`src/rtl/edsac_ctl_pkg.sv`:
```
// edsac_ctl_pkg: shared types, defaults and helpers for the EDSAC-style order sequencers
package edsac_ctl_pkg;

    typedef enum logic [1:0] {
        S_IDLE,
        S_ARM,
        S_RUN
    } state_e;

    typedef enum logic [1:0] {
        ORD_V,
        ORD_N,
        ORD_L,
        ORD_R
    } order_e;

    localparam int DIGITS_DEF    = 36;
    localparam int MUL_STEPS_DEF = 17;
    localparam int CNT_W         = 6;

    // Places to shift: one more than the index of the lowest set bit, 0 for an empty field.
    // Scanning from the top down lets the lowest set bit overwrite any higher one.
    function automatic logic [3:0] shift_places(input logic [10:0] field);
        logic [3:0] n;
        n = 4'd0;
        for (int i = 10; i >= 0; i--)
            if (field[i]) n = 4'(i + 1);
        return n;
    endfunction

endpackage

```
`src/rtl/digit_timer.sv`:
```
// digit_timer: free-running digit counter for one minor cycle with first/last digit strobes
//   clk, rst_n  : clock (one per digit pulse), async active-low reset
//   dig_o       : current digit 0..DIGITS-1
//   d0_o        : high on digit 0 (also throughout reset)
//   dlast_o     : high on digit DIGITS-1
module digit_timer
    import edsac_ctl_pkg::*;
#(
    parameter int DIGITS = DIGITS_DEF
) (
    input  logic                      clk,
    input  logic                      rst_n,
    output logic [$clog2(DIGITS)-1:0] dig_o,
    output logic                      d0_o,
    output logic                      dlast_o
);

    localparam int DW = $clog2(DIGITS);

    logic [DW-1:0] dig_q;

    always_ff @(posedge clk or negedge rst_n)
        if (!rst_n) dig_q <= '0;
        else        dig_q <= dlast_o ? '0 : dig_q + 1'b1;

    assign dig_o   = dig_q;
    assign d0_o    = dig_q == '0;
    assign dlast_o = dig_q == DW'(DIGITS - 1);

endmodule

```
`src/rtl/mul_shift_seq.sv`:
```
// mul_shift_seq: sequencer for multiply (V/N) and shift (L/R) orders
//   clk, rst_n        : clock (one per digit), async active-low reset
//   start_i           : order strobe; c14_i=V, c11_i=N, c_l_i=L, c_r_i=R
//   shift_field_i     : address field, lowest set bit selects the shift count
//   mr_bit_i          : multiplier LSB, sampled on the last digit
//   busy_o            : order in progress
//   g5_o              : accumulator shift gate (whole of RUN)
//   add_gate_o        : multiplicand add/subtract enable for this minor cycle
//   sub_mode_o        : latched N order
//   ds_o              : right-shift sign propagation pulse
//   ep_o              : end pulse, on the first digit after the last minor cycle
//   step_o            : minor cycles completed in RUN
//   d0_o, d35_o, dig_o: digit timer outputs
//   start_err_o       : pulse, the clock after a rejected start
module mul_shift_seq
    import edsac_ctl_pkg::*;
#(
    parameter int DIGITS    = DIGITS_DEF,
    parameter int MUL_STEPS = MUL_STEPS_DEF
) (
    input  logic                      clk,
    input  logic                      rst_n,
    input  logic                      start_i,
    input  logic                      c14_i,
    input  logic                      c11_i,
    input  logic                      c_l_i,
    input  logic                      c_r_i,
    input  logic [10:0]               shift_field_i,
    input  logic                      mr_bit_i,
    output logic                      busy_o,
    output logic                      g5_o,
    output logic                      add_gate_o,
    output logic                      sub_mode_o,
    output logic                      ds_o,
    output logic                      ep_o,
    output logic [CNT_W-1:0]          step_o,
    output logic                      d0_o,
    output logic                      d35_o,
    output logic [$clog2(DIGITS)-1:0] dig_o,
    output logic                      start_err_o
);

    state_e           state_q, state_d;
    order_e           ord_q, ord_d;
    logic [CNT_W-1:0] count_q, count_d;
    logic [CNT_W-1:0] step_q, step_d;
    logic             add_gate_q, add_gate_d;
    logic             sub_mode_q, sub_mode_d;
    logic             ep_q, ep_d;
    logic             start_err_q, start_err_d;
    logic             d35;
    logic             is_mul;
    logic             valid_start;
    order_e           new_ord;

    digit_timer #(.DIGITS(DIGITS)) u_timer (
        .clk    (clk),
        .rst_n  (rst_n),
        .dig_o  (dig_o),
        .d0_o   (d0_o),
        .dlast_o(d35)
    );

    assign d35_o       = d35;
    assign is_mul      = (ord_q == ORD_V) || (ord_q == ORD_N);
    assign valid_start = $onehot({c14_i, c11_i, c_l_i, c_r_i});
    assign new_ord     = c14_i ? ORD_V : c11_i ? ORD_N : c_l_i ? ORD_L : ORD_R;

    always_ff @(posedge clk or negedge rst_n)
        if (!rst_n) begin
            state_q     <= S_IDLE;
            ord_q       <= ORD_V;
            count_q     <= '0;
            step_q      <= '0;
            add_gate_q  <= 1'b0;
            sub_mode_q  <= 1'b0;
            ep_q        <= 1'b0;
            start_err_q <= 1'b0;
        end else begin
            state_q     <= state_d;
            ord_q       <= ord_d;
            count_q     <= count_d;
            step_q      <= step_d;
            add_gate_q  <= add_gate_d;
            sub_mode_q  <= sub_mode_d;
            ep_q        <= ep_d;
            start_err_q <= start_err_d;
        end

    always_comb begin
        state_d     = state_q;
        ord_d       = ord_q;
        count_d     = count_q;
        step_d      = step_q;
        add_gate_d  = add_gate_q;
        sub_mode_d  = sub_mode_q;
        ep_d        = 1'b0;
        start_err_d = 1'b0;
        case (state_q)
            S_IDLE: begin
                start_err_d = start_i & ~valid_start;
                if (start_i && valid_start) begin
                    state_d    = S_ARM;
                    ord_d      = new_ord;
                    count_d    = (c14_i | c11_i) ? CNT_W'(MUL_STEPS) : CNT_W'(shift_places(shift_field_i));
                    step_d     = '0;
                    sub_mode_d = c11_i;
                    add_gate_d = 1'b0;
                end
            end
            S_ARM: begin
                start_err_d = start_i;
                // A zero-count order ends here; its ep lands on the next digit 0.
                if (d35) begin
                    state_d    = count_q == '0 ? S_IDLE : S_RUN;
                    ep_d       = count_q == '0;
                    add_gate_d = count_q != '0 && is_mul && mr_bit_i;
                end
            end
            S_RUN: begin
                start_err_d = start_i;
                if (d35) begin
                    count_d    = count_q - 1'b1;
                    step_d     = step_q + 1'b1;
                    state_d    = count_q == CNT_W'(1) ? S_IDLE : S_RUN;
                    ep_d       = count_q == CNT_W'(1);
                    add_gate_d = count_q != CNT_W'(1) && is_mul && mr_bit_i;
                end
            end
            default: state_d = S_IDLE;
        endcase
    end

    always_comb begin
        busy_o      = state_q != S_IDLE;
        g5_o        = state_q == S_RUN;
        ds_o        = (state_q == S_RUN) && (ord_q == ORD_R) && d35;
        add_gate_o  = add_gate_q;
        sub_mode_o  = sub_mode_q;
        ep_o        = ep_q;
        step_o      = step_q;
        start_err_o = start_err_q;
    end

endmodule

```
`config.mk`:
```
export PLATFORM = sky130hd
export DESIGN_NAME = mul_shift_seq
export DESIGN_NICKNAME = d
export VERILOG_FILES = /design/src/rtl/edsac_ctl_pkg.sv /design/src/rtl/digit_timer.sv /design/src/rtl/mul_shift_seq.sv
export SDC_FILE = /design/constraint.sdc
export NUM_CORES = 1
export LEC_CHECK = 0
export CORE_UTILIZATION = 45
export CTS_BUF_LIST = sky130_fd_sc_hd__clkbuf_4
export DETAILED_ROUTE_END_ITERATION = 10
export PLACE_DENSITY = 0.8
export SETUP_SLACK_MARGIN = 0.1
export SLEW_MARGIN = 20
export SYNTH_ARGS = -nofsm -noshare
export SYNTH_HDL_FRONTEND = slang
export SYNTH_HIERARCHICAL = 1
export SYNTH_SLANG_ARGS = --single-unit
```
`constraint.sdc`:
```
create_clock -name clk -period 4.3 [get_ports clk]
set_input_delay 0.86 -clock clk [delete_from_list [all_inputs] [get_ports clk]]
set_output_delay 0.86 -clock clk [all_outputs]
set_load 0.005 [all_outputs]
```
==> run summary <==
DRC = 0
I/O pin count = 40
ANT nets after route = 0
Syn Nets = 214
synth cell count leaders = dfrtp_1 (26), inv_1 (16), nor2_1 (16), ha_1 (13)
status = completed
Post-CTS Setup Bufs = 0
clk sinks = 26
Starting Density = 46.9%
WP data arrival = 3.63 ns
Final nets = 256
largest net degree at the start of global routing = 27
EDFF count, synth = 0
period utilisation layout = 78.6%
Layout Cells excl Fill = 270
CP Cell Sequence = clkdlybuf4s50_1 > inv_1 > fa_1 > inv_1 > ha_1 > ha_1 > nand4bb_4 > a21o_1 > or4_1 > a21oi_1
PortBufs = 39
Pleak = 0.901 nW
Max Fclk = 296 MHz
Final Hold Vio Count = 0
Slowest Stage Delay on Critical Path = 0.54 ns
Peak VDD IR = 0.000216 V
vias per cell = 5.58
post-route total power = 1.02 mW
top-area cell type share of the netlist area = 37.9%
post-synthesis async set-or-reset flop share = 100%
vias in the first global route = 1408
Setup CP Type = input pin to flop
CTS max path bufs = 2
WL/cell = 13.8 µm
Top FF cell, synth = dfrtp_1
reg-to-reg startpoint = u_timer/dig_o[0]
GRT Util Overall = 20.2%
hpwl dp = 2900 µm
share of layout cells above drive strength 1 = 6.76%
CP Capture Type = flop
setup ws final = 0.920 ns
Setup Viol. Count Final = 0
Synth Cell Area = 1720 µm²
power per cell area = 465 nW/µm²
GR peak layer = met2
#FFs+latches synth = 26
Area growth, synth to finish = 28.1%
CTS clk-pin slew, worst paths = 0.14 ns
H-Tree Depth = 1
CTS tree = built
met3 Usage GRT = 2.68%
die width = 63.7 µm
post-synth top area cell = dfrtp_1
CP Max Fanout = 9
gr ovfl total = 0
core area = 3660 µm²
vias post-DR = 1507
Place WS = 0.548 ns
die area = 4060 µm²
post-synth cell types = 50
Synth area leaders = dfrtp_1 (38%), ha_1 (9.5%), o21ai_0 (3.5%)
minimum clock period = 3.38 ns
hold_sp = sub_mode_o
Mapped Cells = 181
Root Driver = clkbuf_4
initial antenna violation count = 0
Final Wtd Congestion = 0.817
worst-margin pin slew = 0.365 ns
Worst Skew = 0.00763 ns
First-pass DRT Iterations = 4
chip height = 63.7 µm
CP Launch Point = c14_i
Clk Latency, worst-skew pair = 0.32 ns
first-pass GRT wire length = 6500 µm
Yosys warnings = 6
WL final = 3720 µm
grt met2 use = 34.6%
Worst Path Required = 4.55 ns
ant diodes = 0
TNS Setup = 0 ns
top-count cell post-synth = dfrtp_1
CTS resizes = 0
hold_buf cts = 0
drt initial violations = 95
Fill cells = 332
slowest CP cell = fa_1
maxcap violations = 0
Syn Area/Cell = 9.48 µm²
Worst Setup Start Kind = input pin
met1 usage = 26.6%
Slew Limit Fails = 0
CTS Buf Count = 3
worst slew margin relative to its limit = 74.9%
Rows = 22
Cells after DPL = 266
worst hold-check path type = flop to flop
Final Util = 60.0%
RSZ-0062 raised after global routing = no
sequential area share after synthesis = 37.9%
final timing paths:
kind,end,slack (ns),cells past startpoint
min in group asynchronous,u_timer/dig_o[5],0.90,2
setup reg to reg,step_o[5],1.83,8
hold / removal,sub_mode_o,0.51,2
max in group asynchronous,count_q[1],3.15,2
setup / recovery,step_o[5],0.92,10
hold reg to reg,sub_mode_o,0.51,2
sequential cells by signal, summed over array words and instances, names as in the netlist:
name and count:
start_err_o 1, state_q 2, add_gate_o 1, ord_q 2, sub_mode_o 1, step_o 6, count_q 6, ep_o 1
u_timer/dig_o 6
metrics by stage:
step | hold WS (ns) | cell area, µm²
after floorplan | 0.471 | 1720
after global placement | 0.490 | 2170
after detailed placement | 0.479 | 2170
after CTS | 0.515 | 2200
after global routing | 0.561 | 2200
final | 0.512 | 2200
logic make-up (layout without fill, tap and decap cells):
family / count (synthesis) / after routing / share of synthesized area [%]
xor+xnor: 6 / 6 / 3.06
flops: 26 / 26 / 37.9
fa+ha+maj: 14 / 14 / 10.6
compound gates: 44 / 44 / 18.2
buf+inv: 21 / 62 / 4.89
mux: 8 / 8 / 4.89
simple gates: 62 / 62 / 20.4
power breakdown:
part           total (mW)  internal [mW]  switching (mW)
clock network       0.105         0.0340          0.0708
logic               0.537          0.257           0.280
registers           0.381          0.316          0.0652
layout make-up:
class	count	area, µm²	share of cell area [%]
multi-input combinational	134	987	44.9
sequential	26	651	29.6
timing repair buffer	42	413	18.8
inverter	16	60.1	2.73
tap	48	60.1	2.73
clock buffer	3	22.5	1.03
clock inverter	1	3.75	0.171
layout by cell type, fill, tap and decap left out, types with 2 or more instances in the layout:
cell type        count
nand4_1              2
nor2_1              16
o21ai_0             12
inv_1               16
clkbuf_4             3
o31ai_1              5
a211oi_1             3
nand3_1              6
nor2b_1              2
dfrtp_1             26
a221o_1              2
mux2i_1              5
a21oi_1              4
nand2b_1             3
or2_2                2
nand2_1             12
buf_4                3
a22o_1               2
o22ai_1              3
nor3_1               3
mux2_2               3
clkdlybuf4s50_1     39
xnor2_1              6
nor4_1               4
ha_1                13
metal layers:
| metal | part of all wire [%] | routed length (µm) |
|---|---|---|
| met1 | 47 | 1730 |
| met2 | 48 | 1790 |
| met3 | 4.3 | 159 |
| met4 | 1.0 | 38 |
| met5 | 0 | 0 |
critical path, delay by kind of cell:
family	cells	cell delay [ns]
simple gates	2	0.72
fa+ha+maj	3	1.02
compound gates	2	0.43
buf+inv	3	0.58
Power figures use the tool's default switching activity.
